--- config.mk ---
export PLATFORM = sky130hd
export DESIGN_NAME = axi_wr_arbiter
export DESIGN_NICKNAME = d
export VERILOG_FILES = /design/src/rtl/axi_switch_pkg.sv /design/src/rtl/rr_pick.sv /design/src/rtl/axi_wr_arbiter.sv
export SDC_FILE = /design/constraint.sdc
export NUM_CORES = 1
export LEC_CHECK = 0
export ABC_AREA = 1
export CAP_MARGIN = 15
export CORE_MARGIN = 5
export CORE_UTILIZATION = 40
export CTS_CLUSTER_DIAMETER = 30
export DETAILED_ROUTE_END_ITERATION = 12
export GPL_TIMING_DRIVEN = 0
export PLACE_DENSITY = 0.66
export SLEW_MARGIN = 20
export SYNTH_ARGS = -nofsm -noshare
export SYNTH_HDL_FRONTEND = slang
export SYNTH_SLANG_ARGS = --single-unit
--- constraint.sdc ---
create_clock -name clk -period 1.7 [get_ports clk]
set_input_delay 0.34 -clock clk [delete_from_list [all_inputs] [get_ports clk]]
set_output_delay 0.34 -clock clk [all_outputs]
set_load 0.03 [all_outputs]
--- src/rtl/axi_switch_pkg.sv ---
// Types and constants shared by the axi_switch write and read arbiters.
package axi_switch_pkg;

  typedef enum logic [1:0] {
    StIdle,
    StAddr,
    StData,
    StResp
  } arb_state_e;

  localparam int unsigned ArbTimeoutDefault = 256;

endpackage

--- src/rtl/rr_pick.sv ---
// Combinational round-robin picker: first set request at or above ptr, wrapping at M-1 -> 0.
module rr_pick #(
  parameter int unsigned M     = 4,
  parameter int unsigned LOG_M = $clog2(M)
) (
  input  logic [M-1:0]     req,
  input  logic [LOG_M-1:0] ptr,
  output logic [LOG_M-1:0] win_idx,
  output logic             win_valid
);

  localparam int unsigned CW = LOG_M + 1;

  // One extra bit so ptr + offset cannot overflow before the modulo-M wrap.
  logic [CW-1:0] cand;

  always_comb begin
    win_idx   = '0;
    win_valid = 1'b0;
    cand      = '0;
    for (int unsigned i = 0; i < M; i++) begin
      cand = {1'b0, ptr} + CW'(i);
      if (cand >= CW'(M)) begin
        cand = cand - CW'(M);
      end
      if (!win_valid && req[cand[LOG_M-1:0]]) begin
        win_valid = 1'b1;
        win_idx   = cand[LOG_M-1:0];
      end
    end
  end

endmodule

--- src/rtl/axi_wr_arbiter.sv ---
// Per-slave-port AXI write arbiter: round-robin grant locked across AW, W burst and B.
// Optional stall watchdog enabled by defining AXI_WR_ARB_WDOG_EN.
module axi_wr_arbiter
  import axi_switch_pkg::*;
#(
  parameter int unsigned M       = 4,
  parameter int unsigned LOG_M   = $clog2(M),
  parameter int unsigned TIMEOUT = ArbTimeoutDefault
) (
  input  logic             clk,
  input  logic             rstn,
  input  logic [M-1:0]     req,
  input  logic             aw_fire,
  input  logic             w_fire,
  input  logic             w_last,
  input  logic             b_fire,
  output logic [M-1:0]     gnt,
  output logic [LOG_M-1:0] gnt_idx,
  output logic             gnt_valid,
  output logic             busy,
  output logic             tmo_err
);

  arb_state_e       state_q, state_d;
  logic [LOG_M-1:0] ptr_q, ptr_d;
  logic [M-1:0]     gnt_q, gnt_d;
  logic [LOG_M-1:0] idx_q, idx_d;
  logic [LOG_M-1:0] win_idx;
  logic             win_valid;
  logic [LOG_M-1:0] next_ptr;
  logic             abort;

  rr_pick #(
    .M     (M),
    .LOG_M (LOG_M)
  ) u_rr_pick (
    .req       (req),
    .ptr       (ptr_q),
    .win_idx   (win_idx),
    .win_valid (win_valid)
  );

  assign next_ptr = (idx_q == LOG_M'(M - 1)) ? '0 : idx_q + 1'b1;

  always_comb begin
    state_d = state_q;
    ptr_d   = ptr_q;
    gnt_d   = gnt_q;
    idx_d   = idx_q;
    unique case (state_q)
      StIdle: begin
        if (win_valid) begin
          gnt_d          = '0;
          gnt_d[win_idx] = 1'b1;
          idx_d          = win_idx;
          state_d        = StAddr;
        end
      end
      StAddr: begin
        // W beats before the AW handshake are not routed, so they cannot end the burst.
        if (aw_fire) begin
          state_d = (w_fire && w_last) ? StResp : StData;
        end
      end
      StData: begin
        if (w_fire && w_last) begin
          state_d = StResp;
        end
      end
      StResp: begin
        if (b_fire) begin
          gnt_d   = '0;
          ptr_d   = next_ptr;
          state_d = StIdle;
        end
      end
      default: state_d = StIdle;
    endcase
    if (abort) begin
      gnt_d   = '0;
      ptr_d   = next_ptr;
      state_d = StIdle;
    end
  end

  always_ff @(posedge clk) begin
    if (!rstn) begin
      state_q <= StIdle;
      ptr_q   <= '0;
      gnt_q   <= '0;
      idx_q   <= '0;
    end else begin
      state_q <= state_d;
      ptr_q   <= ptr_d;
      gnt_q   <= gnt_d;
      idx_q   <= idx_d;
    end
  end

`ifdef AXI_WR_ARB_WDOG_EN
  localparam int unsigned CntW = $clog2(TIMEOUT);

  logic [CntW-1:0] cnt_q, cnt_d;
  logic            tmo_q;

  // A B handshake in the abort cycle completes the transaction normally.
  assign abort = (state_q != StIdle) && (cnt_q == CntW'(TIMEOUT - 1)) &&
                 !((state_q == StResp) && b_fire);

  always_comb begin
    cnt_d = cnt_q + 1'b1;
    if ((state_q == StIdle) || (state_d != state_q) || w_fire) begin
      cnt_d = '0;
    end
  end

  always_ff @(posedge clk) begin
    if (!rstn) begin
      cnt_q <= '0;
      tmo_q <= 1'b0;
    end else begin
      cnt_q <= cnt_d;
      tmo_q <= abort;
    end
  end

  assign tmo_err = tmo_q;
`else
  logic unused_cfg;

  assign abort      = 1'b0;
  assign tmo_err    = 1'b0;
  assign unused_cfg = (TIMEOUT != 0);
`endif

  assign gnt       = gnt_q;
  assign gnt_idx   = idx_q;
  assign gnt_valid = |gnt_q;
  assign busy      = (state_q != StIdle);

endmodule

== Word-level counts from Yosys, hierarchy flattened ==
Cells that the tools add are included.

* Output and inout port bits: 9
* Word-level logic and storage cells: 78
* Register bits: 10

* Order comparisons: 10
* Equal/unequal tests: 8
* $add $sub $neg: 8
* Muxes and demuxes: 32
* Reduce and logical (&&, ||, !) cells: 16

{| class="wikitable"
|+ Operators by type and width
! cell !! number
|-
| $mux 2 || 13
|-
| $lt 2x3->1 const B || 5
|-
| $mux 1 || 10
|-
| $ge 3x3->1 const B || 3
|-
| $bmux 1 s2 || 4
|-
| $mux 4 || 2
|-
| $pmux 2 s4 || 1
|-
| $pmux 4 s2 || 1
|-
| $sub 2x1->2 const B || 4
|-
| $add 2x2->3 const B || 2
|-
| $eq 2x2->1 const B || 3
|-
| $ne 2x2->1 const B || 3
|-
| $logic_and 1x1->1 || 5
|-
| $reduce_and 2->1 || 2
|-
| $reduce_and 4->1 || 1
|-
| $reduce_bool 2->1 || 2
|-
| $reduce_or 4->1 || 1
|-
| $add 2x1->3 const B || 1
|-
| $ge 2x3->1 const B || 1
|-
| $logic_not 1->1 || 3
|-
| $reduce_and 3->1 || 1
|-
| $add 2x1->2 const B || 1
|-
| $demux 1 s2 || 1
|-
| $eq 2x1->1 const B || 1
|-
| other kinds (3) || 3
|}

== Depth between registers and ports, before layout ==
Gate-level depths: netlist (run 1).

* Depth after elaboration: 20
* Gate-level depth with buffers: 12
* Gate-level depth less buffers: 12

== Modules after synthesis ==
Synthesis (run 1) repeated with hierarchy kept, for this count alone.

* Cells, all modules: 141
* Area, all modules: 885.8 sq um

{| class="wikitable"
|+ By module, submodules not included
! module !! cells an instance !! instances !! area an instance (sq um)
|-
| axi_wr_arbiter || 82 || 1 || 566.8
|-
| rr_pick || 59 || 1 || 319.1
|}

== Least setup slack after synthesis (run 1) ==
OpenSTA, ideal clock, no wires.

* Kind: register to output
* Start point: register gnt_q[2], in the netlist gnt[2]
* End point: output port gnt_valid
* Path buffers: 0
* Required time: 1.360 ns
* Data arrival time: 1.112 ns
* Stages on the path, launching flop included: 2
* Slack: 0.248 ns
* Path through: dfxtp_1 > or4_1

* Longest elaborated chain between the ends: 1

{| class="wikitable"
|+ RTL lines
! element !! line !! text
|-
| start: declaration || axi_wr_arbiter.sv:26 || <nowiki>logic [M-1:0] gnt_q, gnt_d;</nowiki>
|-
| start signal: assignment || axi_wr_arbiter.sv:95 || <nowiki>gnt_q <= gnt_d;</nowiki>
|-
| $reduce_or 4->1 || axi_wr_arbiter.sv:138 || <nowiki>assign gnt_valid = |gnt_q;</nowiki>
|-
| end: declaration || axi_wr_arbiter.sv:19 || <nowiki>output logic gnt_valid,</nowiki>
|}

Every way passes these cells.

== Worst setup path in the final report (run 1) ==
* Start point: register idx_q[0], in the netlist gnt_idx[0]
* End point: output port gnt_idx[0]

{| class="wikitable"
|+ RTL lines
! element !! line !! text
|-
| start: declaration || axi_wr_arbiter.sv:27 || <nowiki>logic [LOG_M-1:0] idx_q, idx_d;</nowiki>
|-
| start signal: assignment || axi_wr_arbiter.sv:96 || <nowiki>idx_q <= idx_d;</nowiki>
|-
| end: declaration || axi_wr_arbiter.sv:18 || <nowiki>output logic [LOG_M-1:0] gnt_idx,</nowiki>
|}

No word-level cell between the ends.

==> impl_metrics.csv, run 1 <==
group,metric,value,unit
synth,yosysSeqAreaShare,23.60,%
synth,ys_ff_latch,10,
pwr,worst_ir_drop_vdd,0.0008519,V
floorplan,start_util,42.80,%
status,status,"finished clean",
layout,nets,168,
synth,muxShareOfSynthArea,0,%
floorplan,core_area,1982,um^2
synth,syn-cell-area,848.3,um^2
pwr,p_total,0.001564,W
timing,skew,0.006441,ns
cts,root_buffer,"clkbuf_4",
worst_setup_path,cp_cell_sequence,"clkdlybuf4s50_1",
layout,layout_commonest_cell,"nand2_1",
cts,htreeDepth,1,
timing,slew_viol_final,0,
synth,synth_top_family_by_area,"simple AND/OR/NAND/NOR gates",
grt,antenna_found_initial,0,
place,placed_cell_area,1052,um^2
synth,synthSimpleGateAreaFrac,44.25,%
cts,cts_tree,"done",
detailed_routing,postRouteAntennaNets,0,
timing,finalSetupViolCount,0,
grt,grt_overflow,0,
timing,clock.fmax,605.0,MHz
worst_setup_path,rr_startpoint,"ptr_q[0]",
cts,cts_sinks,10,
layout,drive_above_1_share,26.67,%
synth,synth_warnings,0,
place,gp_congestion,0.7843,
synth,synth_compound_area_share,13.13,%
layout,final_cell_mix,"nand2_1 (37), clkdlybuf4s50_1 (15), inv_1 (12), nand2_2 (10), a21oi_1 (10)",
floorplan,io_pins,19,
pwr,p_per_area,1417,nW/um^2
worst_hold_path,hold_path.class,"flop to flop",
detailed_routing,routed_wirelength,1954,um
floorplan,die_y,56.05,um
place,dp_hpwl,1590,um
synth,synthAdderAreaFrac,8.850,%
layout,final_area,1104,um^2
synth,synthCells,130,
worst_setup_path,cp_num_buf_inv,1,
detailed_routing,via_per_inst,4.927,
floorplan,rows,16,
grt,grt_max_degree,11,
worst_setup_path,reg2reg_depth,9,
worst_setup_path,required,1.36,ns
floorplan,dieArea,3142,um^2
detailed_routing,firstDrtPassIters,4,
worst_setup_path,rr_endpoint,"gnt[3]",
grt,grt_util_all_layers,13.15,%
layout,final_core_util,55.68,%
synth,avgSynthCellArea,6.525,um^2
worst_setup_path,cpMaxStageDelayCell,"clkdlybuf4s50_1",
worst_hold_path,hold_path_depth,2,
cts,clkTransAtPathRegs,0.06,ns
job,maxCapViolCount,0,
detailed_routing,drc,0,
worst_setup_path,crit_type,"flop to primary output",
detailed_routing,wl_per_cell,11.04,um
place,dp_slack,-0.1945,ns
floorplan,die_w,56.05,um
pwr,p_leak,0.5209,nW
worst_setup_path,cp_max_fo,4,
timing,min_period,1.653,ns
synth,yosys.area_share.xor_xnor,0,%
worst_setup_path,crit_path_start_kind,"flop",
layout,antenna_cells,0,
cts,cts_inserted_buffers,3,
timing,worst_slack,0.04714,ns
cts,cts_buffer_depth,2,
detailed_routing,drt-initial-drc-count,13,
worst_hold_path,min_from,"gnt[1]",
cts,cts_setup_buffers,0,
grt,grt_pass1_vias,822,
worst_setup_path,path_delay_family,"buffers and inverters",
synth,yosysUniqueCellTypes,23,
timing,period_share,97.23,%
cts,clk_latency,0.26,ns
synth,syn_nets,146,
worst_setup_path,end_kind,"primary output",
worst_setup_path,crit_arrival,1.31,ns
grt,grt_pass1_wl,3360,um
detailed_routing,vias,872,
worst_setup_path,max_stage_delay,0.69,ns
place,port-buffer-count,17,
layout,syn_to_final_growth,30.09,%
timing,final-hold-violation-count,0,
worst_hold_path,min_to,"gnt[1]",
worst_setup_path,regToRegSetupSlack,0.19,ns
[tightest hold or removal path, cell delays in order (launching register included)]
cell	delay [ns]
dfxtp_1	0.32
nand2_1	0.06
a21oi_1	0.06
[synth_stat cells (all sizes together)]
cell / number / share of area, %
nand2: 49 / 25
inv: 17 / 7.5
a21oi: 12 / 7.1
nand3: 11 / 8.8
dfxtp: 10 / 24
nor2: 8 / 5.6
o21ai: 7 / 4.1
ha: 6 / 8.8
nand4: 3 / 2.9
buf: 2 / 2.2
a221oi: 1 / 1.0
and2: 1 / 0.74
conb: 1 / 0.44
o211ai: 1 / 0.89
or4: 1 / 0.89
[metal layers]
layer	up-vias	share of wire (%)	GRT usage (%)
li1	460	-	-
met1	392	44	14.60
met2	14	51	22.70
met3	6	3.5	3.480
met4	0	1.8	6.780
met5	-	0	0
[registers in the layout, indices dropped and copies added (netlist names)]
register and flops:
ptr_q 2, state_q 2, gnt 4, gnt_idx 2
[through the flow]
stage               std cells  TNS (ns)  hold WS (ns)
floorplan                 130         0        0.4784
global placement          174    -1.264        0.4708
detailed placement        174    -1.603        0.4719
CTS                       177         0        0.4816
global route              177  -0.05275        0.5231
finish                    177         0        0.4853
[cell families (layout without fill, tap and decap cells)]
kind of cell | Yosys count | count (layout)
buffers and inverters | 19 | 39
and+or+nand+nor | 73 | 73
other | 1 | 1
DFF | 10 | 10
adders and majority gates | 6 | 6
AOI/OAI and AO/OA | 21 | 21
[timing repair]
action	CTS	global route
hold endpoints to repair	0	0
hold buffers	0	0
setup endpoints to repair	2	9
pin swaps	0	2
resized for setup	11	13
[cell type report]
class                      count  area (um^2)
multi-input combinational    101        601.8
tap                           27        33.78
clock buffer                   3        22.52
inverter                      17        63.81
timing repair buffer          17        160.2
fill                         196        878.3
sequential                    10        202.7
buffer                         2        18.77
[worst max-delay path by stage]
stage	start	to	slack (ns)	depth (start not counted)
2_1_floorplan	gnt[2]	gnt_valid	0.25	1
4_1_cts	gnt_idx[0]	gnt_idx[0]	0.03	1
5_1_grt	req[0]	gnt[2]	-0.02	10
6_report	gnt_idx[0]	gnt_idx[0]	0.05	1
3_3_place_gp	state_q[0]	busy	-0.18	4
3_5_place_dp	req[0]	gnt[3]	-0.19	11
[where the power goes]
part	switching, W	internal [W]
sequential	0.0000663	0.000314
clock	0.0000746	0.0000815
combinational	0.000649	0.000379
No activity file was read; power rests on OpenSTA's default activity.
==> run 2: changes to the inputs <==
- CORE_MARGIN: 5 -> not set
==> run 2 against run 1 <==
Net effect: cell area fell by 2.9%; via count fell by 0.69%; sequential share of layout area is 0.44 points higher; clock power rose by 3%; sequential power about the same; critical path depth unchanged; clock skew fell by 0.0016 ns; hold slack gained 0.00098 ns; flip-flop and latch count did not move; setup slack got worse by 0.0074 ns; global-route usage grew 3.2 points.
==> impl_metrics.csv, run 2 (synthesis results as in run 1) <==
group,metric,value,unit
place,placed_cell_area,1052,um^2
worst_setup_path,cp_cell_sequence,"clkdlybuf4s50_1",
timing,hold_ws,0.4863,ns
layout,final_cells,177,
pwr,worst_ir_drop_vdd,0.0008206,V
detailed_routing,postRouteAntennaNets,0,
layout,layout_commonest_cell,"nand2_1",
floorplan,die_y,48.05,um
worst_setup_path,rr_startpoint,"ptr_q[1]",
timing,min_period,1.660,ns
layout,multi_input_area,570.5,um^2
cts,cts_inserted_buffers,3,
floorplan,dieArea,2309,um^2
status,status,"finished clean",
detailed_routing,wl_per_cell,9.847,um
worst_setup_path,max_stage_delay,0.68,ns
timing,final-hold-violation-count,0,
layout,nets,168,
worst_setup_path,crit_type,"flop to primary output",
cts,cts_tree,"done",
worst_setup_path,crit_path_start_kind,"flop",
cts,htreeDepth,1,
place,dp_slack,-0.2048,ns
detailed_routing,drt-initial-drc-count,17,
cts,clkTransAtPathRegs,0.06,ns
cts,cts_sinks,10,
detailed_routing,via_per_inst,4.893,
place,placedCellCount,174,
worst_hold_path,hold_path.class,"flop to flop",
grt,grt_pass1_vias,665,
timing,rsz0062_at_grt,"false",
floorplan,die_w,48.05,um
place,dp_hpwl,1475,um
timing,slew_viol_final,0,
worst_setup_path,crit_arrival,1.32,ns
timing,period_share,97.66,%
layout,final_area,1071,um^2
detailed_routing,drc,0,
pwr,p_leak,0.5193,nW
worst_setup_path,crit_cells,1,
grt,grt_util_all_layers,16.35,%
cts,clk_latency,0.27,ns
worst_setup_path,reg2reg_depth,11,
layout,syn_to_final_growth,26.25,%
place,port-buffer-count,17,
timing,clock.fmax,602.3,MHz
worst_setup_path,rr_endpoint,"gnt_idx[1]",
timing,worst_slack,0.03977,ns
worst_setup_path,cp_num_buf_inv,1,
pwr,p_total,0.001512,W
layout,fillCellCount,200,
floorplan,start_util,42.80,%
worst_setup_path,cpMaxStageDelayCell,"clkdlybuf4s50_1",
worst_setup_path,regToRegSetupSlack,0.16,ns
worst_setup_path,path_delay_family,"buffers and inverters",
floorplan,core_area,1982,um^2
pwr,p_per_area,1412,nW/um^2
worst_setup_path,critPathCapture,"gnt_idx[0]",
worst_setup_path,crit_path_start,"gnt_idx[0]",
job,maxCapViolCount,0,
timing,finalSetupViolCount,0,
layout,final_cell_mix,"nand2_1 (39), clkdlybuf4s50_1 (15), inv_1 (13), a21oi_1 (12)",
layout,largest_reg_flops,4,
place,gp_congestion,0.9006,
cts,root_buffer,"clkbuf_4",
timing,skew,0.004875,ns
detailed_routing,routed_wirelength,1743,um
layout,ff_latch_area,201.4,um^2
grt,grt_overflow,0,
layout,antenna_cells,0,
worst_setup_path,required,1.36,ns
cts,cts_buffer_depth,2,
grt,grt_max_degree,11,
cts,cts_setup_buffers,0,
worst_setup_path,cp_max_fo,4,
grt,grt_pass1_wl,2594,um
layout,drive_above_1_share,20.67,%
worst_setup_path,end_kind,"primary output",
detailed_routing,firstDrtPassIters,4,
floorplan,rows,16,
floorplan,io_pins,19,
grt,antenna_found_initial,0,
detailed_routing,vias,866,
-- run 2: worst min-delay path by stage --
stage	start	end	slack, ns	cells past startpoint
finish	gnt[1]	gnt[1]	0.49	2
global route	gnt[1]	gnt[1]	0.50	2
CTS	gnt[1]	gnt[1]	0.49	2
detailed placement	gnt[1]	gnt[1]	0.48	2
global placement	gnt[1]	gnt[1]	0.47	2
floorplan	rstn	gnt_idx[0]	0.48	2
-- run 2: layout make-up --
cell class	count	area share (%)
inverters	17	5.958
flip-flops and latches	10	18.81
clock buffers	3	2.103
multi-input cells	101	53.27
plain buffers	2	1.752
well taps	27	3.154
repair buffers	17	14.95
-- run 2: report_power, final --
group	leakage [nW]	switching, W	internal [W]
registers	0.0822	0.0000661	0.000313
logic	0.423	0.000615	0.000357
clock network	0.0138	0.0000793	0.0000818
total	0.519	0.000761	0.000752
-- run 2: repair_timing --
action,4_1_cts,5_1_grt
pin swaps,0,1
gates resized for setup,11,4
gates cloned,0,0
hold buffers,0,0
endpoints found under the setup margin,2,5
-- run 2: per-stage QoR --
| stage | setup TNS, ns | util (%) |
|---|---|---|
| 2_1_floorplan | 0 | - |
| 3_3_place_gp | -1.258 | 53.09 |
| 3_5_place_dp | -1.557 | 53.09 |
| 4_1_cts | 0 | 53.79 |
| 5_1_grt | 0 | 54.04 |
| 6_report | 0 | 54.04 |
-- run 2: routing by layer --
layer | vias up | track usage (%) | share of wire (%)
met1 | 384 | 19.20 | 46
met5 | - | 0 | 0
met4 | 0 | 6.667 | 2.2
met3 | 5 | 3.396 | 3.2
met2 | 19 | 28.65 | 49
li1 | 458 | - | -
-- run 2: worst register-to-register path, delay by kind of cell, from the launching register on --
kind | cells | cell delay [ns]
DFF | 1 | 0.41
and+or+nand+nor | 7 | 0.65
buffers and inverters | 2 | 0.17
AOI/OAI and AO/OA | 2 | 0.19
